### src/rtl/mem_arb_pkg.sv
// Shared types and constants for the fetch/data memory port arbiter.
package mem_arb_pkg;

    typedef enum logic [1:0] {
        IDLE   = 2'd0,
        I_WAIT = 2'd1,
        D_WAIT = 2'd2
    } arb_state_e;

    typedef enum logic {
        PORT_I = 1'b0,
        PORT_D = 1'b1
    } port_e;

    localparam logic [3:0] FETCH_BE = 4'hF;

    // Data wins ties unless fetch has already waited out a full data streak.
    function automatic port_e pick_port(input logic i_elig, input logic d_elig,
                                        input logic streak_full);
        if (d_elig && !(i_elig && streak_full)) begin
            return PORT_D;
        end
        return PORT_I;
    endfunction

endpackage

### src/rtl/mem_arb_timeout.sv
// Loadable saturating wait counter; expired_o flags the last permitted wait cycle.
module mem_arb_timeout #(
    parameter int unsigned TIMEOUT_CYC = 64,
    parameter int unsigned CNT_W       = (TIMEOUT_CYC > 2) ? $clog2(TIMEOUT_CYC) : 1
) (
    input  logic             clk,
    input  logic             rst_n,
    input  logic             clr_i,
    input  logic             en_i,
    input  logic             load_i,
    input  logic [CNT_W-1:0] load_val_i,
    output logic             expired_o
);

    localparam logic [CNT_W-1:0] Limit = CNT_W'(TIMEOUT_CYC - 1);

    logic [CNT_W-1:0] cnt_q, cnt_d;

    assign expired_o = (cnt_q == Limit);

    always_comb begin
        cnt_d = cnt_q;
        if (clr_i) begin
            cnt_d = '0;
        end else if (load_i) begin
            cnt_d = load_val_i;
        end else if (en_i && !expired_o) begin
            cnt_d = cnt_q + CNT_W'(1);
        end
    end

    always_ff @(posedge clk or negedge rst_n) begin
        if (!rst_n) begin
            cnt_q <= '0;
        end else begin
            cnt_q <= cnt_d;
        end
    end

endmodule

### src/rtl/mem_port_arbiter.sv
// Shares one variable-latency memory port between instruction fetch and load/store,
// data-first with a bounded fetch starvation window and a per-access timeout.
module mem_port_arbiter
    import mem_arb_pkg::*;
#(
    parameter int unsigned DATA_WIDTH   = 32,
    parameter int unsigned ADDR_WIDTH   = 32,
    parameter int unsigned MAX_D_STREAK = 4,
    parameter int unsigned TIMEOUT_CYC  = 64
) (
    input  logic                  clk,
    input  logic                  rst_n,
    input  logic                  if_req_i,
    input  logic [ADDR_WIDTH-1:0] if_addr_i,
    output logic                  if_valid_o,
    output logic [DATA_WIDTH-1:0] if_rdata_o,
    input  logic                  d_req_i,
    input  logic                  d_wr_en_i,
    input  logic [ADDR_WIDTH-1:0] d_addr_i,
    input  logic [DATA_WIDTH-1:0] d_wr_data_i,
    input  logic [3:0]            d_byte_en_i,
    output logic                  d_valid_o,
    output logic [DATA_WIDTH-1:0] d_rdata_o,
    output logic                  mem_req_o,
    output logic                  mem_we_o,
    output logic [ADDR_WIDTH-1:0] mem_addr_o,
    output logic [DATA_WIDTH-1:0] mem_wdata_o,
    output logic [3:0]            mem_be_o,
    input  logic                  mem_ready_i,
    input  logic [DATA_WIDTH-1:0] mem_rdata_i,
    output logic                  stall_f_o,
    output logic                  stall_m_o,
    output logic                  err_o
);

    localparam int unsigned StreakW = (MAX_D_STREAK > 0) ? $clog2(MAX_D_STREAK + 1) : 1;
    localparam logic [StreakW-1:0] StreakMax = StreakW'(MAX_D_STREAK);

    arb_state_e            state_q, state_d;
    logic [ADDR_WIDTH-1:0] addr_q, addr_d;
    logic [DATA_WIDTH-1:0] wdata_q, wdata_d;
    logic [3:0]            be_q, be_d;
    logic                  we_q, we_d;
    logic                  if_valid_q, if_valid_d;
    logic                  d_valid_q, d_valid_d;
    logic [DATA_WIDTH-1:0] if_rdata_q, if_rdata_d;
    logic [DATA_WIDTH-1:0] d_rdata_q, d_rdata_d;
    logic                  err_q, err_d;
    logic [StreakW-1:0]    streak_q, streak_d;

    logic  if_elig, d_elig;
    logic  tmo_clr, tmo_en, tmo_expired;
    port_e grant;

    // A request still high in its own completion cycle is stale, not a new one.
    assign if_elig = if_req_i & ~if_valid_q;
    assign d_elig  = d_req_i & ~d_valid_q;

    mem_arb_timeout #(
        .TIMEOUT_CYC(TIMEOUT_CYC)
    ) u_timeout (
        .clk       (clk),
        .rst_n     (rst_n),
        .clr_i     (tmo_clr),
        .en_i      (tmo_en),
        .load_i    (1'b0),
        .load_val_i('0),
        .expired_o (tmo_expired)
    );

    always_comb begin
        state_d    = state_q;
        addr_d     = addr_q;
        wdata_d    = wdata_q;
        be_d       = be_q;
        we_d       = we_q;
        if_rdata_d = if_rdata_q;
        d_rdata_d  = d_rdata_q;
        streak_d   = streak_q;
        if_valid_d = 1'b0;
        d_valid_d  = 1'b0;
        err_d      = 1'b0;
        tmo_clr    = 1'b0;
        tmo_en     = 1'b0;
        grant      = pick_port(if_elig, d_elig, streak_q == StreakMax);

        unique case (state_q)
            IDLE: begin
                if (if_elig || d_elig) begin
                    tmo_clr = 1'b1;
                    if (grant == PORT_D) begin
                        state_d = D_WAIT;
                        addr_d  = d_addr_i;
                        wdata_d = d_wr_data_i;
                        be_d    = d_byte_en_i;
                        we_d    = d_wr_en_i;
                        if (if_elig && streak_q != StreakMax) begin
                            streak_d = streak_q + StreakW'(1);
                        end
                    end else begin
                        state_d  = I_WAIT;
                        addr_d   = if_addr_i;
                        wdata_d  = '0;
                        be_d     = FETCH_BE;
                        we_d     = 1'b0;
                        streak_d = '0;
                    end
                end
            end
            I_WAIT, D_WAIT: begin
                if (mem_ready_i || tmo_expired) begin
                    state_d = IDLE;
                    err_d   = ~mem_ready_i;
                    if (state_q == I_WAIT) begin
                        if_valid_d = 1'b1;
                        if_rdata_d = mem_ready_i ? mem_rdata_i : '0;
                    end else begin
                        d_valid_d = 1'b1;
                        d_rdata_d = (mem_ready_i && !we_q) ? mem_rdata_i : '0;
                    end
                end else begin
                    tmo_en = 1'b1;
                end
            end
            default: state_d = IDLE;
        endcase
    end

    always_ff @(posedge clk or negedge rst_n) begin
        if (!rst_n) begin
            state_q    <= IDLE;
            addr_q     <= '0;
            wdata_q    <= '0;
            be_q       <= '0;
            we_q       <= 1'b0;
            if_valid_q <= 1'b0;
            d_valid_q  <= 1'b0;
            if_rdata_q <= '0;
            d_rdata_q  <= '0;
            err_q      <= 1'b0;
            streak_q   <= '0;
        end else begin
            state_q    <= state_d;
            addr_q     <= addr_d;
            wdata_q    <= wdata_d;
            be_q       <= be_d;
            we_q       <= we_d;
            if_valid_q <= if_valid_d;
            d_valid_q  <= d_valid_d;
            if_rdata_q <= if_rdata_d;
            d_rdata_q  <= d_rdata_d;
            err_q      <= err_d;
            streak_q   <= streak_d;
        end
    end

    assign mem_req_o   = (state_q != IDLE);
    assign mem_we_o    = we_q;
    assign mem_addr_o  = addr_q;
    assign mem_wdata_o = wdata_q;
    assign mem_be_o    = be_q;
    assign if_valid_o  = if_valid_q;
    assign if_rdata_o  = if_rdata_q;
    assign d_valid_o   = d_valid_q;
    assign d_rdata_o   = d_rdata_q;
    assign err_o       = err_q;
    assign stall_f_o   = if_req_i & ~if_valid_q;
    assign stall_m_o   = d_req_i & ~d_valid_q;

endmodule

### config.mk
export PLATFORM = sky130hd
export DESIGN_NAME = mem_port_arbiter
export DESIGN_NICKNAME = d
export VERILOG_FILES = /design/src/rtl/mem_arb_pkg.sv /design/src/rtl/mem_arb_timeout.sv /design/src/rtl/mem_port_arbiter.sv
export SDC_FILE = /design/constraint.sdc
export NUM_CORES = 1
export LEC_CHECK = 0
export CAP_MARGIN = 20
export CORE_ASPECT_RATIO = 1.1
export CORE_UTILIZATION = 45
export CTS_CLUSTER_DIAMETER = 150
export DETAILED_ROUTE_END_ITERATION = 12
export PLACE_DENSITY_LB_ADDON = 0.2
export SLEW_MARGIN = 20
export SYNTH_ARGS = -nofsm -noshare
export SYNTH_HDL_FRONTEND = slang
export SYNTH_HIERARCHICAL = 1
export SYNTH_SLANG_ARGS = --single-unit
export TNS_END_PERCENT = 100
### constraint.sdc
create_clock -name clk -period 3.86 [get_ports clk]
set_clock_uncertainty 0.2 [all_clocks]
set_input_delay 0.772 -clock clk [delete_from_list [all_inputs] [get_ports clk]]
set_output_delay 0.772 -clock clk [all_outputs]
set_load 0.005 [all_outputs]
# After elaboration in Yosys (flattened, before gate mapping)
# Cells that the tools add are included.
[word_totals]
ff_bits = 147
in_bits = 138
output_inout_bits = 139
elab_cells = 76
[op_classes]
add_sub_neg = 2
eq_ne = 8
muxes = 29
bitwise_logic = 6
n_reduce_logical = 19
[ops]
columns = ["operator", "count"]
rows = [
  ["2-to-1 mux 32 bit", 4],
  ["2-to-1 mux 1 bit", 16],
  ["2-to-1 mux 6 bit", 2],
  ["AND reduction 3 bit", 3],
  ["adder 6 x 1 -> 6 bit (second input constant)", 1],
  ["== test 6 bit (second input constant)", 1],
  ["2-to-1 mux 2 bit", 3],
  ["2-to-1 mux 3 bit", 2],
  ["logical AND 1 bit", 5],
  ["2-to-1 mux 4 bit", 1],
  ["inequality test 2 bit (second input constant)", 2],
  ["NOT 1 bit", 4],
  ["case mux 2 bit (2 select lines)", 1],
  ["AND reduction 2 bit", 2],
  ["nonzero test 2 bit", 2],
  ["adder 3 x 1 -> 3 bit (second input constant)", 1],
  ["== test 3 bit (second input constant)", 1],
  ["zero test 1 bit", 3],
  ["inequality test 3 bit (second input constant)", 1],
  ["AND 1 bit", 2],
  ["== test 2 x 1 -> 1 bit (second input constant)", 1],
  ["== test 2 bit (second input constant)", 1],
  ["zero test 2 bit", 1],
  ["logical OR 1 bit", 2],
  ["other kinds (2)", 2],
]

# Longest topological paths before layout
[logic_depth]
word_depth = 10
ltp_mapped = 10
depth_no_buf = 10

# By module
# Netlist, hierarchy kept.
[by_module_without_submodules]
columns = ["mod", "n_inst", "cells_each", "area_each_um2", "seq_area_each_um2"]
rows = [
  ["mem_port_arbiter", 1, 458, 5753.0, 3528.4],
  ["mem_arb_timeout", 1, 49, 422.9, 150.1],
]

# Least setup slack after synthesis
# Ideal clock, no wire load.
[synth_path]
kind = "register to register"
startpoint = "reg u_timeout.cnt_q[0]"
endpoint = "reg u_timeout.cnt_q[5]"
setup_ps = 99
arrival_time_ps = 1814
t_required_ps = 3561
slack_ps = 1746
path_stages_with_launch = 11
path_buffers = 0
synth_period_minus_slack_ps = 2114
path_cell_list = "dfrtp_1 > ha_1 > and2_1 > nand2_1 > inv_1 > nor2_1 > nand2_1 > inv_1 > nand4_2 > o21a_1 > a311oi_1"
[synth_via]
elab_chain_cells = 6
word_cells_on_any_way = 10
classes_between = "1 x add/sub; 1 x eq/ne; 4 x mux; 4 x reduce/logical"
[synth_rtl]
columns = ["item", "line", "rtl"]
rows = [
  ["start, declared", "mem_arb_timeout.sv:17", "logic [CNT_W-1:0] cnt_q, cnt_d;"],
  ["start signal, assigned", "mem_arb_timeout.sv:36", "cnt_q <= cnt_d;"],
  ["== test 6 bit", "mem_arb_timeout.sv:19", "assign expired_o = (cnt_q == Limit);"],
  ["via tmo_expired", "mem_port_arbiter.sv:52", "logic tmo_clr, tmo_en, tmo_expired;"],
  ["logical OR 1 bit", "mem_port_arbiter.sv:111", "if (mem_ready_i || tmo_expired) begin"],
  ["2-to-1 mux 1 bit", "mem_port_arbiter.sv:111", ""],
  ["2-to-1 mux 1 bit", "mem_port_arbiter.sv:87", "unique case (state_q)"],
  ["via tmo_en", "mem_port_arbiter.sv:52", ""],
  ["logical AND 1 bit", "mem_arb_timeout.sv:27", "end else if (en_i && !expired_o) begin"],
  ["nonzero test 2 bit (no source line)", "--", ""],
]
# The timed path passes the listed nets, and every way through them passes these cells. The select of a mux whose other input is x is not followed.
# A chain may end at the register's enable or synchronous reset.

# Worst setup path in the final report
[layout_path]
startpoint = "in if_req_i"
endpoint = "out stall_f_o"
[layout_via]
elab_chain_cells = 1
[layout_rtl]
columns = ["item", "line", "rtl"]
rows = [
  ["start, declared", "mem_port_arbiter.sv:13", "input logic if_req_i,"],
  ["AND 1 bit", "mem_port_arbiter.sv:167", "assign stall_f_o = if_req_i & ~if_valid_q;"],
  ["end, declared", "mem_port_arbiter.sv:31", "output logic stall_f_o,"],
]
# Every way passes these cells.

==> flow_summary_export.csv <==
group,metric,value,unit
power_and_ir_drop,powerDensity,819.7,nW/um^2
setup_path,critPathLaunchType,"input port",
layout,post-route-cell-area,9719,sq um
place,port_buffers,276,
grt,grt_overflow,0,
grt,grt_pass1_wl,29.11,mm
layout,layout_common_cells,"clkdlybuf4s50_1, dfrtp_1, a22o_1, nand2_1, inv_1",
yosys,synth-async-reset-ratio,100.0,%
layout,stdcell_count,982,
setup_path,reg2reg_depth,6,
sta,rsz0062_at_grt,"no",
place,dp_hpwl,12.84,mm
yosys,synth_compound_area_share,17.52,%
floorplan,num_rows,44,
status,status,"finished, final reports clean",
yosys,syn_avg_cell_area,12.18,sq um
run,maxCapViolations,0,
sta,hold_viol_final,0,
detailed_routing,vias,5202,
yosys,synth_area,6176,sq um
setup_path,critical_path_class,"input port to output port",
sta,setup_slack,776.3,ps
clock_tree,cts_tree,"built",
detailed_routing,dr.pass1.iters,5,
grt,grt_max_degree,97,
sta,fmaxAchievable,0.3243,GHz
setup_path,rrSetupSlack,1370,ps
sta,slew_viol_final,0,
clock_tree,postCtsSetupBuffers,0,
yosys,ys_top_cells_by_area,"dfrtp_1, a22o_1, a221o_1, mux2i_1, nand2_1",
detailed_routing,drtIter0Drc,336,
yosys,ys.flop_type,"dfrtp_1",
place,dp.cells,949,
power_and_ir_drop,leakage,4.302,nW
sta,post-route-min-period,3084,ps
grt,grt_pass1_vias,5366,
yosys,ys_ff_latch,147,
setup_path,worstPathMaxFanout,5,
detailed_routing,drt-total-wl,18.26,mm
setup_path,reg2reg_to,"mem_addr_o[29]$_DFFE_PN0P_",
floorplan,die_x,113.7,microns
yosys,synth_top_family_by_area,"compound AO/OA/AOI/OAI gates",
floorplan,coreArea,13320,sq um
yosys,yosys.area_share.adder,1.013,%
yosys,synth_mux_area_share,5.186,%
yosys,synth_top_area_share,59.56,%
detailed_routing,routed_via_density,5.297,
yosys,synth_cell_types,53,
clock_tree,hold_buffers,0,
sta,slew_headroom,41.42,%
place,pre_cts_ws,748.5,ps
floorplan,chipHeight,124.9,microns
yosys,synth-edff-count,0,
floorplan,io_pins,277,
clock_tree,htree_levels,4,
clock_tree,worstSkewPairLatency,410,ps
min_path,hold_class,"input port to asynchronous set/reset pin",
setup_path,crit_arrival,2110,ps
place,gp_congestion,0.8326,
setup_path,end_kind,"output port",
clock_tree,cts_root_buffer,"clkbuf_16",
layout,area_growth,57.37,%
place,dpl_cell_area,9090,sq um
detailed_routing,routedWlPerCell,18.59,microns
floorplan,die_area,14200,sq um
clock_tree,cts_resized,0,
yosys,syn_inst,507,
floorplan,initial_core_util,46.36,%
layout,antenna_cells,0,
yosys,synth.largest_area_cell,"dfrtp_1",
layout,final_common_cell,"clkdlybuf4s50_1",
yosys,yosysWarningCount,6,
yosys,yosysSeqAreaShare,59.56,%
yosys,synthXorXnorAreaFrac,0.1418,%
sta,min_period_over_period,79.89,%
detailed_routing,antenna_left,0,
sta,worst_slew_pin_slew,878.6,ps
layout,drive_above_1_share,6.767,%
clock_tree,cts.sinks,147,
grt,antenna_found_initial,0,
detailed_routing,drc,0,
grt,grt_use_total,26.68,%
sta,finalSetupViolCount,0,
yosys,synthSimpleGateAreaFrac,10.07,%
clock_tree,clock_path_buffers,2,
setup_path,reg2reg_from,"state_q[1]$_DFFE_PN0P_",
clock_tree,cts_buffers,17,
sta,finalSetupTns,0,ps
power_and_ir_drop,peakVddDrop,430.8,uV
clock_tree,clk_pin_slew,60,ps
layout,fin_nets,928,
setup_path,cp.required,2890,ps
[flip-flops by register name, summed over array words and instances (netlist names)]
name / flops
d_rdata_o: 32
state_q: 2
err_o: 1
if_rdata_o: 32
mem_we_o: 1
mem_be_o: 4
mem_addr_o: 32
d_valid_o: 1
u_timeout/cnt_q: 6
if_valid_o: 1
streak_q: 3
mem_wdata_o: 32
[layout make-up]
type / instances / area [sq um]
multi-input cells: 287 / 2160
clock buffers: 23 / 488.0
repair buffers: 286 / 2859
well taps: 184 / 230.2
flip-flops and latches: 147 / 3679
clock inverters: 9 / 126.4
inverters: 46 / 177.7
fillers: 945 / 3603
[metrics by stage]
| stage | power, mW | hold WS, ps | utilization, % |
|---|---|---|---|
| CTS | 8.022 | 276.0 | 72.84 |
| global route | 8.431 | 317.7 | 72.95 |
| global placement | 6.157 | 287.1 | 68.23 |
| detailed placement | 6.271 | 290.6 | 68.23 |
| finish | 7.966 | 236.6 | 72.95 |
| floorplan | 4.290 | 274.6 | - |
[worst max-delay path: stages]
cell and delay, ps:
clkdlybuf4s50_1 560, nand2b_2 140, inv_2 110, clkdlybuf4s50_1 530
[routing by layer]
layer	part of all wire [%]	up-vias	global-route usage [%]
li1	-	2389	-
met1	40	2562	32.74
met2	48	222	41.10
met3	10	29	11.44
met4	2.2	0	10.91
met5	0	-	0
[power by group]
| part | total (mW) | switching, mW | internal [mW] |
|---|---|---|---|
| sequential | 2.75 | 0.456 | 2.29 |
| clock | 1.69 | 0.611 | 1.08 |
| combinational | 3.52 | 1.41 | 2.12 |
[how the worst max path moves through the flow]
stage                                         startpoint                              to  slack (ps)  depth (start not counted)
after floorplan           u_timeout/cnt_q[0]$_DFFE_PN0P_  u_timeout/cnt_q[5]$_DFFE_PN0P_        1750                         10
after global placement                          if_req_i                       stall_f_o         830                          4
after detailed placement                        if_req_i      mem_wdata_o[8]$_DFFE_PN0P_         750                          4
after CTS                                       if_req_i                       stall_f_o         780                          4
after global routing              state_q[1]$_DFFE_PN0P_                       mem_req_o         720                          4
final                                           if_req_i                       stall_f_o         780                          4
[Yosys cell counts, drive strengths merged (2+ instances only)]
library cell and instances:
dfrtp 147, a22o 65, nand2 48, inv 46
a221o 32, mux2i 32, and3 28, buf 25
clkbuf 13, nor2 9, nor3 6, o21ai 6
ha 5, o22a 4, a211oi 3, nand3 3
nand4 3, nor3b 3, a21oi 2, a31oi 2
and2 2, nand2b 2, nand4b 2, nor4b 2
[cells by family after synthesis]
| group | count (synthesis) |
|---|---|
| flops | 147 |
| compound gates | 122 |
| simple gates | 115 |
| buf+inv | 84 |
| mux | 32 |
| fa+ha+maj | 5 |
| other cells | 1 |
| xor+xnor | 1 |
Note: power is estimated with default switching activity, not from simulation.
